## src/rtl/tdc_sched_pkg.sv

```systemverilog
// Shared types and constants for the TDC readout scheduler.
// One-hot FSM encoding, state bit positions and index-width helper.
package tdc_sched_pkg;

  localparam int ST_IDLE_BIT  = 0;
  localparam int ST_ARB_BIT   = 1;
  localparam int ST_SERVE_BIT = 2;
  localparam int ST_DONE_BIT  = 3;

  typedef enum logic [3:0] {
    ST_IDLE  = 4'b0001,
    ST_ARB   = 4'b0010,
    ST_SERVE = 4'b0100,
    ST_DONE  = 4'b1000
  } sched_state_e;

  // Upper byte of a TDC trailer word.
  localparam logic [7:0] TRAILER_FILL = 8'hF0;

  function automatic int idx_width(input int n);
    return (n <= 2) ? 1 : $clog2(n);
  endfunction

endpackage

```

## src/rtl/rr_priority_select.sv

```systemverilog
// Rotating-priority encoder: picks the first requester strictly after last_idx,
// wrapping modulo N. Purely combinational.
module rr_priority_select
  import tdc_sched_pkg::*;
#(
  parameter int N  = 10,
  parameter int IW = idx_width(N)
) (
  input  logic [N-1:0]  req_i,
  input  logic [IW-1:0] last_idx_i,
  output logic [N-1:0]  winner_o,
  output logic [IW-1:0] winner_idx_o
);

  logic [IW-1:0] cand_s;

  // Scan from farthest to nearest so the nearest requester after last_idx wins.
  always_comb begin
    winner_o     = {N{1'b0}};
    winner_idx_o = {IW{1'b0}};
    cand_s       = {IW{1'b0}};
    for (int k = N; k >= 1; k--) begin
      cand_s = IW'((int'(last_idx_i) + k) % N);
      if (req_i[cand_s]) begin
        winner_o         = {N{1'b0}};
        winner_o[cand_s] = 1'b1;
        winner_idx_o     = cand_s;
      end
    end
  end

endmodule

```

## src/rtl/tdc_readout_scheduler.sv

```systemverilog
// Round-robin grant of locked TDC FIFOs to the event builder, one TDC at a time
// until its trailer is popped. Optional event watchdog: define SCHED_TIMEOUT_EN.
module tdc_readout_scheduler
  import tdc_sched_pkg::*;
#(
  parameter int TDC_COUNT      = 10,
  parameter int TIMEOUT_WIDTH  = 16,
  parameter int TIMEOUT_CYCLES = 4000
) (
  input  logic                 clk,
  input  logic                 rst,
  input  logic                 start_i,
  input  logic [TDC_COUNT-1:0] locked_array_i,
  input  logic [TDC_COUNT-1:0] tdc_fifo_empty_array_i,
  input  logic                 pop_i,
  input  logic                 pop_is_trailer_i,
  output logic [TDC_COUNT-1:0] grant_o,
  output logic                 grant_valid_o,
  output logic                 done_o,
  output logic [TDC_COUNT-1:0] timeout_array_o,
  output logic                 busy_o
);

  localparam int IW = idx_width(TDC_COUNT);

  sched_state_e         state_q, state_d;
  logic [TDC_COUNT-1:0] pending_q, pending_d;
  logic [TDC_COUNT-1:0] grant_q, grant_d;
  logic [IW-1:0]        last_idx_q, last_idx_d;

  logic [TDC_COUNT-1:0] req_s, win_s;
  logic [IW-1:0]        win_idx_s;
  logic                 active_s, trailer_s, expire_s;

  assign req_s    = pending_q & ~tdc_fifo_empty_array_i;
  assign active_s = state_q[ST_ARB_BIT] | state_q[ST_SERVE_BIT];

  rr_priority_select #(
    .N  (TDC_COUNT),
    .IW (IW)
  ) u_rr_sel (
    .req_i        (req_s),
    .last_idx_i   (last_idx_q),
    .winner_o     (win_s),
    .winner_idx_o (win_idx_s)
  );

  assign grant_o       = grant_q;
  assign grant_valid_o = state_q[ST_SERVE_BIT] & (|(grant_q & ~tdc_fifo_empty_array_i));
  assign done_o        = state_q[ST_DONE_BIT];
  assign busy_o        = ~state_q[ST_IDLE_BIT];

  // A pop is honoured only while the builder was actually allowed to pop.
  assign trailer_s = grant_valid_o & pop_i & pop_is_trailer_i;

`ifdef SCHED_TIMEOUT_EN
  logic [TIMEOUT_WIDTH-1:0] timer_q, timer_d;
  logic [TDC_COUNT-1:0]     timeout_q, timeout_d;

  assign expire_s        = active_s & (timer_q == TIMEOUT_WIDTH'(TIMEOUT_CYCLES - 1));
  assign timeout_array_o = timeout_q;

  // Event timer: cleared on start, saturating count while arbitrating or serving.
  always_comb begin
    timer_d = timer_q;
    if (state_q[ST_IDLE_BIT] && start_i) begin
      timer_d = {TIMEOUT_WIDTH{1'b0}};
    end else if (active_s && !(&timer_q)) begin
      timer_d = timer_q + TIMEOUT_WIDTH'(1);
    end else begin
      timer_d = timer_q;
    end
  end

  // A trailer landing on the expiry cycle retires its TDC before flagging.
  always_comb begin
    timeout_d = timeout_q;
    if (state_q[ST_IDLE_BIT] && start_i) begin
      timeout_d = {TDC_COUNT{1'b0}};
    end else if (expire_s) begin
      timeout_d = trailer_s ? (pending_q & ~grant_q) : pending_q;
    end else begin
      timeout_d = timeout_q;
    end
  end

  // Watchdog registers.
  always_ff @(posedge clk) begin
    if (rst) begin
      timer_q   <= {TIMEOUT_WIDTH{1'b0}};
      timeout_q <= {TDC_COUNT{1'b0}};
    end else begin
      timer_q   <= timer_d;
      timeout_q <= timeout_d;
    end
  end
`else
  assign expire_s        = 1'b0;
  assign timeout_array_o = {TDC_COUNT{1'b0}};
`endif

  // Next-state logic for arbitration and grant hold.
  always_comb begin
    state_d    = state_q;
    pending_d  = pending_q;
    grant_d    = grant_q;
    last_idx_d = last_idx_q;
    case (state_q)
      ST_IDLE: begin
        if (start_i) begin
          pending_d = locked_array_i;
          state_d   = ST_ARB;
        end else begin
          state_d   = ST_IDLE;
        end
      end
      ST_ARB: begin
        if (expire_s || (pending_q == {TDC_COUNT{1'b0}})) begin
          state_d = ST_DONE;
        end else if (|req_s) begin
          grant_d    = win_s;
          last_idx_d = win_idx_s;
          state_d    = ST_SERVE;
        end else begin
          state_d = ST_ARB;
        end
      end
      ST_SERVE: begin
        if (trailer_s) begin
          pending_d = pending_q & ~grant_q;
          grant_d   = {TDC_COUNT{1'b0}};
        end else begin
          pending_d = pending_q;
        end
        if (expire_s) begin
          grant_d = {TDC_COUNT{1'b0}};
          state_d = ST_DONE;
        end else if (trailer_s) begin
          state_d = ST_ARB;
        end else begin
          state_d = ST_SERVE;
        end
      end
      ST_DONE: begin
        grant_d = {TDC_COUNT{1'b0}};
        state_d = ST_IDLE;
      end
      default: begin
        grant_d = {TDC_COUNT{1'b0}};
        state_d = ST_IDLE;
      end
    endcase
  end

  // State, pending set, grant and fairness pointer.
  always_ff @(posedge clk) begin
    if (rst) begin
      state_q    <= ST_IDLE;
      pending_q  <= {TDC_COUNT{1'b0}};
      grant_q    <= {TDC_COUNT{1'b0}};
      last_idx_q <= IW'(TDC_COUNT - 1);
    end else begin
      state_q    <= state_d;
      pending_q  <= pending_d;
      grant_q    <= grant_d;
      last_idx_q <= last_idx_d;
    end
  end

endmodule

```

## config.mk

```make
export PLATFORM = sky130hd
export DESIGN_NAME = tdc_readout_scheduler
export DESIGN_NICKNAME = d
export VERILOG_FILES = /design/src/rtl/tdc_sched_pkg.sv /design/src/rtl/rr_priority_select.sv /design/src/rtl/tdc_readout_scheduler.sv
export SDC_FILE = /design/constraint.sdc
export NUM_CORES = 1
export LEC_CHECK = 0
export CAP_MARGIN = 20
export CORE_ASPECT_RATIO = 2
export CORE_MARGIN = 2
export CORE_UTILIZATION = 50
export CTS_CLUSTER_DIAMETER = 100
export CTS_CLUSTER_SIZE = 20
export DETAILED_ROUTE_END_ITERATION = 8
export PLACE_DENSITY = 0.73
export SLEW_MARGIN = 10
export SYNTH_ARGS = -nofsm -noshare
export SYNTH_HDL_FRONTEND = slang
export SYNTH_SLANG_ARGS = --single-unit
```

## constraint.sdc

```tcl
create_clock -name clk -period 6.85 [get_ports clk]
set_input_delay 1.37 -clock clk [delete_from_list [all_inputs] [get_ports clk]]
set_output_delay 1.37 -clock clk [all_outputs]
set_load 0.005 [all_outputs]
```

==> results of run 1 <==
[worst max-delay path, delay by kind of cell, from the launching register on]
kind	cells	cell delay [ps]
DFF	1	320
AOI/OAI and AO/OA	6	2260
buffers and inverters	3	1120
and+or+nand+nor	5	1570
adders and majority gates	2	750
[path summary, 6_finish.rpt]
check                        startpoint                    endpoint  depth (start not counted)
max          last_idx_q[2]$_SDFFE_PP0P_  last_idx_q[1]$_SDFFE_PP0P_                         16
max reg2reg  last_idx_q[2]$_SDFFE_PP0P_  last_idx_q[1]$_SDFFE_PP0P_                         16
min           pending_q[9]$_SDFFE_PP0P_   pending_q[9]$_SDFFE_PP0P_                          2
min reg2reg   pending_q[9]$_SDFFE_PP0P_   pending_q[9]$_SDFFE_PP0P_                          2
[state kept, by name, indices dropped and copies added, names as in the netlist]
register / flops
pending_q: 10
last_idx_q: 4
grant_o: 10
state_q: 4
[power groups by stage]
stage               combinational (mW)  clock [mW]  sequential (mW)
floorplan                        0.296           0            0.178
global placement                 0.428           0            0.181
detailed placement               0.427           0            0.181
CTS                              0.430       0.187            0.177
global route                     0.494       0.190            0.179
finish                           0.472       0.192            0.178
[per-stage QoR]
step	setup WS, ps	cell area [sq um]	std cells
global route	492	7840	1256
finish	699	7840	1256
global placement	1360	7720	1251
CTS	1320	7820	1255
detailed placement	1380	7720	1251
floorplan	1870	7320	1077
[cell families (layout without fill, tap and decap cells)]
kind of cell | count (synthesis) | after routing | share of synthesized area, %
muxes | 28 | 28 | 4.51
other | 1 | 10 | 0.0514
buffers and inverters | 112 | 99 | 7.17
xor gates and xnor gates | 26 | 26 | 3.69
DFF | 28 | 28 | 7.69
and+or+nand+nor | 406 | 406 | 29.2
AOI/OAI and AO/OA | 431 | 431 | 41.6
adders and majority gates | 36 | 36 | 6.14
[final cells by class]
cell class	count	area [sq um]
clock inverters	1	30.0
inverters	33	124
repair buffers	62	556
clock buffers	3	75.1
multi-input cells	937	6250
fillers	1517	6430
well taps	192	240
flip-flops and latches	28	564
[per-layer routing]
metal,share of wire (%),GRT usage [%],up-vias
met3,13,24.2,258
met1,30,44.7,4394
met5,0.050,0,-
met4,12,39.6,2
met2,45,70.8,676
li1,-,-,4160
[placed cells by master, fill, tap and decap left out, types with 23 or more instances in the layout]
cell type | Yosys | final
buf_4 | 16 | 24
a21oi_1 | 84 | 84
dfxtp_1 | 28 | 25
a211oi_1 | 25 | 25
nor2_1 | 81 | 81
nor3_1 | 33 | 33
ha_1 | 35 | 35
nand3_1 | 48 | 48
o21ai_0 | 74 | 74
clkdlybuf4s50_1 | 0 | 37
inv_1 | 31 | 31
a31oi_1 | 23 | 23
nand2_1 | 86 | 86
nand2b_1 | 24 | 24
==> results.cfg, run 1 <==
[run_status]
status = finished clean

[routing]
dr.pass1.iters = 8
initialDrtViolationCount = 1185
vias = 9490
drt_wl_total_mm = 35.7
postRouteAntennaNets = 0
wl_per_cell_um = 28.4
drc = 0
routed_via_density = 7.56

[clocking]
clkTransAtPathRegs_ps = 80
postCtsResizedCells = 0
hold_buffers = 0
clk_latency_ps = 290
cts_setup_buffers = 0
h-tree-depth = 1
cts-buffers-inserted = 3
cts_buffer_depth = 2
root_buffer = clkbuf_16
cts_tree = done
cts_sinks = 28

[floorplanning]
die_h_um = 175
placementRows = 62
ios = 48
start_util_pct = 51.1
core-area_sq_um = 14300
fp.dieArea_sq_um = 15600
die_x_um = 89.4

[global_routing]
grt_start_max_net_pins = 81
grt_pass1_vias = 9010
grt-ovfl-total = 0
grt_use_total_pct = 46.6
antenna_found_initial = 1
grt_pass1_wl_mm = 54.0

[worst_hold_path]
hp-class = flip-flop to flip-flop

[critical_path]
end_kind = flip-flop
required_ps = 7040
critPathMaxFanout = 35
cp-start-kind = flip-flop
reg2reg_slack_ps = 700
crit_path_top_delay_cell = nor4_1
critPathArrivalTime_ps = 6340
worst-setup-path-type = flip-flop to flip-flop
crit_path_cell_trace = buf_4 > inv_1 > ha_1 > inv_1 > nand2_1 > ha_1 > nand2b_1 > nor4_1 > or3_1 > nor2_1 > o311ai_2 > o2111ai_1 > o32a_1 > o311ai_1 > a211oi_1 > a211oi_1
max_stage_delay_ps = 780

[placed_design]
routabilityCongestion = 1.18
dpl.hpwl_mm = 25.5
numPortBuffers = 37

[logic_synthesis]
synth_most_common_cell = nand2_1
yosys-top-cells-area = dfxtp_1 (7.7%), ha_1 (6.0%), a21oi_1 (5.8%), o21ai_0 (5.1%), nand2_1 (4.4%)
synth_seq_cells = 28
ys.flop_type = dfxtp_1
synth_seq_area_share_pct = 7.69
async_reset_ff_share_pct = 0
syn_inst = 1068
syn-cell-area_sq_um = 7290
synth_edf_count = 0
avgSynthCellArea_sq_um = 6.83
ys.warnings.count = 0
synth_common_cells = nand2_1 (86), a21oi_1 (84), nor2_1 (81), o21ai_0 (74), nand3_1 (48)
synth.distinct_cells = 99
synth_top_area_share_pct = 7.69
synth_top_area_cell = dfxtp_1

[timing]
hold_viol = 0
worst_hold_slack_ps = 500
tightest_slew_ps = 1160
min_period_over_period_pct = 89.8
finalSetupViolCount = 0
slew_headroom_pct = 22.1
skew_ps = 2.48
fmaxAchievable_mhz = 163
drv_slew = 0
fin_crit_ps = 6150
rsz0062_at_grt = no
tns_ps = 0

[cells_and_area]
drive_gt1_share_pct = 8.46
final_nets = 1125
final_util_pct = 54.9
antenna_cells = 0
syn_to_final_growth_pct = 7.55

[power_and_ir_drop]
p_seq_share_pct = 21.1
p_leak_nw = 2.85
p_sw_uw = 396
pwr_density_cell_nw_per_um2 = 107
comb_power_share_pct = 56.1
p_sw_share_pct = 47.0
power_frac_clock_pct = 22.8
internal_power_uw = 447
max-vdd-ir-drop_uv = 108
p_total_uw = 842

[run]
drv_cap = 0
(Power assumes the default switching activity.)
==> run 2: changes to the inputs <==
Settings changed: CORE_UTILIZATION 50 to 37, PLACE_DENSITY 0.73 to 0.58.
==> results.cfg, run 2 (same netlist as run 1, synthesis figures left out) <==
[run_status]
status = finished clean

[timing]
tightest_slew_ps = 1270
skew_ps = 11.5
tns_ps = 0
hold_viol = 0
finalSetupViolCount = 0
slew_headroom_pct = 14.6
drv_slew = 0
min_period_over_period_pct = 86.9
fmaxAchievable_mhz = 168
rsz0062_at_grt = no
fin_crit_ps = 5950

[floorplanning]
core-area_sq_um = 19400
start_util_pct = 37.6
placementRows = 72
die_x_um = 103
ios = 48
fp.dieArea_sq_um = 20900
die_h_um = 203

[critical_path]
end_kind = flip-flop
required_ps = 7040
critPathMaxFanout = 19
critPathBufInv = 2
rr_worst_depth = 15
critPathArrivalTime_ps = 6140
cp_num_cells = 15
cp-start-kind = flip-flop
worst-setup-path-type = flip-flop to flip-flop
max_stage_delay_ps = 960
crit_path_cell_trace = inv_1 > ha_1 > a21oi_2 > inv_1 > ha_1 > nor2b_1 > nand3_1 > a2111oi_0 > o2111ai_1 > a21boi_1 > nand4_1 > nor3_1 > o311ai_1 > o2111ai_1 > a21o_1
crit_path_top_delay_cell = o311ai_1
path_delay_family = compound AO/OA/AOI/OAI gates

[global_routing]
grt_start_max_net_pins = 51
grt_pass1_wl_mm = 55.8
grt_use_total_pct = 36.3
grt-ovfl-total = 0
antenna_found_initial = 1
grt_pass1_vias = 8839

[cells_and_area]
syn_to_final_growth_pct = 8.81
fill_cells = 2130
final_nets = 1130
final_common_cell = nand2_1
drive_gt1_share_pct = 8.71
mostFrequentLayoutCells = nand2_1 (86), a21oi_1 (84), nor2_1 (81)
final_util_pct = 40.9

[routing]
wl_per_cell_um = 28.7
vias = 9285
postRouteAntennaNets = 0
routed_via_density = 6.99
dr.pass1.iters = 6
initialDrtViolationCount = 976
drt_wl_total_mm = 38.1
drc = 0

[clocking]
cts_setup_buffers = 0
cts-buffers-inserted = 3
clkTransAtPathRegs_ps = 80
cts_sinks = 28
root_buffer = clkbuf_16
hold_buffers = 0
postCtsResizedCells = 0
cts_tree = done
cts_buffer_depth = 2
clk_latency_ps = 290
h-tree-depth = 1

[worst_hold_path]
hp-class = flip-flop to flip-flop
hold_depth = 2

[placed_design]
routabilityCongestion = 1.07
dpl.hpwl_mm = 29.0
numPortBuffers = 37

[power_and_ir_drop]
max-vdd-ir-drop_uv = 108
comb_power_share_pct = 60.6
internal_power_uw = 412
p_seq_share_pct = 21.8
p_leak_nw = 2.86
pwr_density_cell_nw_per_um2 = 103
power_frac_clock_pct = 17.6
p_sw_share_pct = 49.7
p_sw_uw = 407

[run]
drv_cap = 0
run 2: cell types whose count changed in the layout (fill, tap and decap cells not counted):
cell and change:
buf_4 +5, bufinv_16 -1, clkbuf_2 -1, clkbuf_4 +1, diode_2 +1, o31ai_1 +1, o31ai_2 -1
run 2: path summary, 6_finish.rpt:
kind | start | to | slack (ps)
setup / recovery | last_idx_q[3]$_SDFFE_PP1P_ | grant_o[6]$_SDFFE_PP0P_ | 900
setup reg to reg | last_idx_q[3]$_SDFFE_PP1P_ | grant_o[6]$_SDFFE_PP0P_ | 900
hold / removal | pending_q[9]$_SDFFE_PP0P_ | pending_q[9]$_SDFFE_PP0P_ | 510
hold reg to reg | pending_q[9]$_SDFFE_PP0P_ | pending_q[9]$_SDFFE_PP0P_ | 510
run 2: per-layer routing:
| metal | up-vias | track usage [%] | routed length (um) |
|---|---|---|---|
| li1 | 4167 | - | - |
| met1 | 4394 | 33.3 | 11900 |
| met2 | 511 | 60.6 | 18400 |
| met3 | 213 | 12.2 | 3220 |
| met4 | 0 | 33.8 | 4580 |
| met5 | - | 0 | 0 |
run 2: through the flow:
stage	hold WS [ps]	power, mW	area, sq um	instances	setup slack (ps)
after floorplan	462	0.474	7320	1077	1870
after global placement	489	0.644	7840	1323	1320
after detailed placement	497	0.641	7840	1323	1330
after CTS	511	0.785	7920	1326	1280
after global routing	538	0.844	7930	1328	753
final	512	0.819	7930	1328	900
run 2: tightest hold or removal path, cell delays in order (launching register included):
cell and delay (ps):
dfxtp_1 340, o21ai_0 70, a21oi_1 60
run 2: power groups by stage:
| stage | logic [mW] | registers, mW | clock network [mW] |
|---|---|---|---|
| after floorplan | 0.296 | 0.178 | 0 |
| after global placement | 0.462 | 0.182 | 0 |
| after detailed placement | 0.459 | 0.182 | 0 |
| after CTS | 0.461 | 0.178 | 0.145 |
| after global routing | 0.519 | 0.179 | 0.147 |
| final | 0.496 | 0.179 | 0.144 |
run 2: area by class of cell:
type                            instances  area (sq um)  area share [%]
Tap cell                              259           324            4.09
Antenna cell                            1          2.50          0.0316
Clock buffer                            3          75.1           0.947
Timing Repair Buffer                   67           596            7.51
Multi-Input combinational cell        937          6250            78.8
Inverter                               33           124            1.56
Sequential cell                        28           564            7.11
==> run 3: changes to the inputs <==
Settings changed: CELL_PAD_IN_SITES_DETAIL_PLACEMENT set to 1, CELL_PAD_IN_SITES_GLOBAL_PLACEMENT set to 1, PLACE_DENSITY 0.58 to 0.75.
==> results.cfg, run 3 (same netlist as run 1, synthesis figures left out) <==
[run_status]
status = finished clean

[placed_design]
routabilityCongestion = 1.06
place_ws_ps = 1300
dpl.hpwl_mm = 29.2
numPortBuffers = 37
placed_area_sq_um = 7800
dp.cells = 1318

[clocking]
postCtsResizedCells = 0
root_buffer = clkbuf_16
clk_latency_ps = 290
cts_setup_buffers = 0
clkTransAtPathRegs_ps = 90
cts_tree = done
h-tree-depth = 1
hold_buffers = 0
cts-buffers-inserted = 3
cts_sinks = 28
cts_buffer_depth = 2

[routing]
drc = 0
wl_per_cell_um = 28.8
wl_met2_mm = 19.4
highest_layer = met5
postRouteAntennaNets = 0
routed_via_density = 7.03
initialDrtViolationCount = 679
drt_wl_total_mm = 38.1
vias = 9306
met3_length_mm = 2.52
dr.pass1.iters = 5
wl_met1_mm = 12.1

[critical_path]
end_kind = flip-flop
required_ps = 7040
cp-start-kind = flip-flop
critPathArrivalTime_ps = 6120
worst-setup-path-type = flip-flop to flip-flop
critPathMaxFanout = 16

[floorplanning]
start_util_pct = 37.6
ios = 48
placementRows = 72
die_x_um = 103
core-area_sq_um = 19400
die_h_um = 203
fp.dieArea_sq_um = 20900

[timing]
tns_ps = 0
fin_crit_ps = 5930
worst_hold_slack_ps = 503
finalSetupViolCount = 0
rsz0062_at_grt = no
slew_headroom_pct = 17.9
drv_slew = 0
fmaxAchievable_mhz = 169
min_period_over_period_pct = 86.6
skew_ps = 18.1
setup_ws_ps = 916
hold_viol = 0
tightest_slew_ps = 1220

[cells_and_area]
final-seq-area_sq_um = 564
drive_gt1_share_pct = 8.46
final_nets = 1125
multi_input_area_sq_um = 6250
syn_to_final_growth_pct = 8.72
fill_cells = 2503
stdcell_count = 1323
design_area_sq_um = 7930
final_common_cell = nand2_1
antenna_cells = 0
mostFrequentLayoutCells = nand2_1 (86), a21oi_1 (84), nor2_1 (81)

[global_routing]
grt-ovfl-total = 0
grt_use_total_pct = 36.9
grt_pass1_vias = 9840
grt_start_max_net_pins = 72
antenna_found_initial = 1
grt_pass1_wl_mm = 58.0

[power_and_ir_drop]
max-vdd-ir-drop_uv = 97.2
pwr_density_cell_nw_per_um2 = 106
p_leak_nw = 2.85

[run]
drv_cap = 0

[worst_hold_path]
hp-class = flip-flop to flip-flop
==> run 3: cell types whose count changed in the layout (fill, tap and decap cells not counted) <==
cell	change
buf_4	-5
buf_2	+1
bufinv_16	+1
clkbuf_4	-1
diode_2	-1
nor4_1	-1
nor4_2	+1
==> run 3: path summary, 6_finish.rpt <==
check / start / end / slack (ps) / depth (start not counted)
setup / recovery: last_idx_q[2]$_SDFFE_PP0P_ / grant_o[0]$_SDFFE_PP0P_ / 920 / 15
hold / removal: pending_q[1]$_SDFFE_PP0P_ / pending_q[1]$_SDFFE_PP0P_ / 500 / 2
setup reg to reg: last_idx_q[2]$_SDFFE_PP0P_ / grant_o[0]$_SDFFE_PP0P_ / 920 / 15
hold reg to reg: pending_q[1]$_SDFFE_PP0P_ / pending_q[1]$_SDFFE_PP0P_ / 500 / 2
==> run 3: per-layer routing <==
metal | track usage [%] | vias up
met5 | 0 | -
li1 | - | 4148
met4 | 31.8 | 2
met3 | 10.7 | 240
met2 | 64.5 | 447
met1 | 33.1 | 4469
==> run 3: power by group <==
part,internal (mW),total [mW],switching [mW]
Clock,0.117,0.192,0.0751
Sequential,0.170,0.178,0.00783
Combinational,0.159,0.471,0.312
Total,0.447,0.841,0.395
==> run 3: final cells by class <==
type                       instances  area share [%]
multi-input combinational        937            78.9
sequential                        28            7.12
timing repair buffer              62            7.01
tap                              259            4.09
inverter                          33            1.56
clock buffer                       3           0.947
clock inverter                     1           0.379
==> run 3: critical path, cell delays in order (launching register included) <==
cell	delay, ps
dfxtp_1	540
inv_1	400
ha_1	370
o21ai_0	500
o21ai_0	230
xnor2_1	180
ha_1	360
inv_1	130
a311oi_1	60
a211oi_1	470
or3_1	320
nand2b_1	400
nor3_1	1100
a31oi_1	260
o211a_1	270
o32ai_1	210
==> run 3: through the flow <==
step | power, mW | utilization [%]
after detailed placement | 0.623 | 40.3
after CTS | 0.811 | 40.8
after floorplan | 0.474 | -
final | 0.841 | 40.9
after global placement | 0.618 | 40.3
after global routing | 0.871 | 40.9
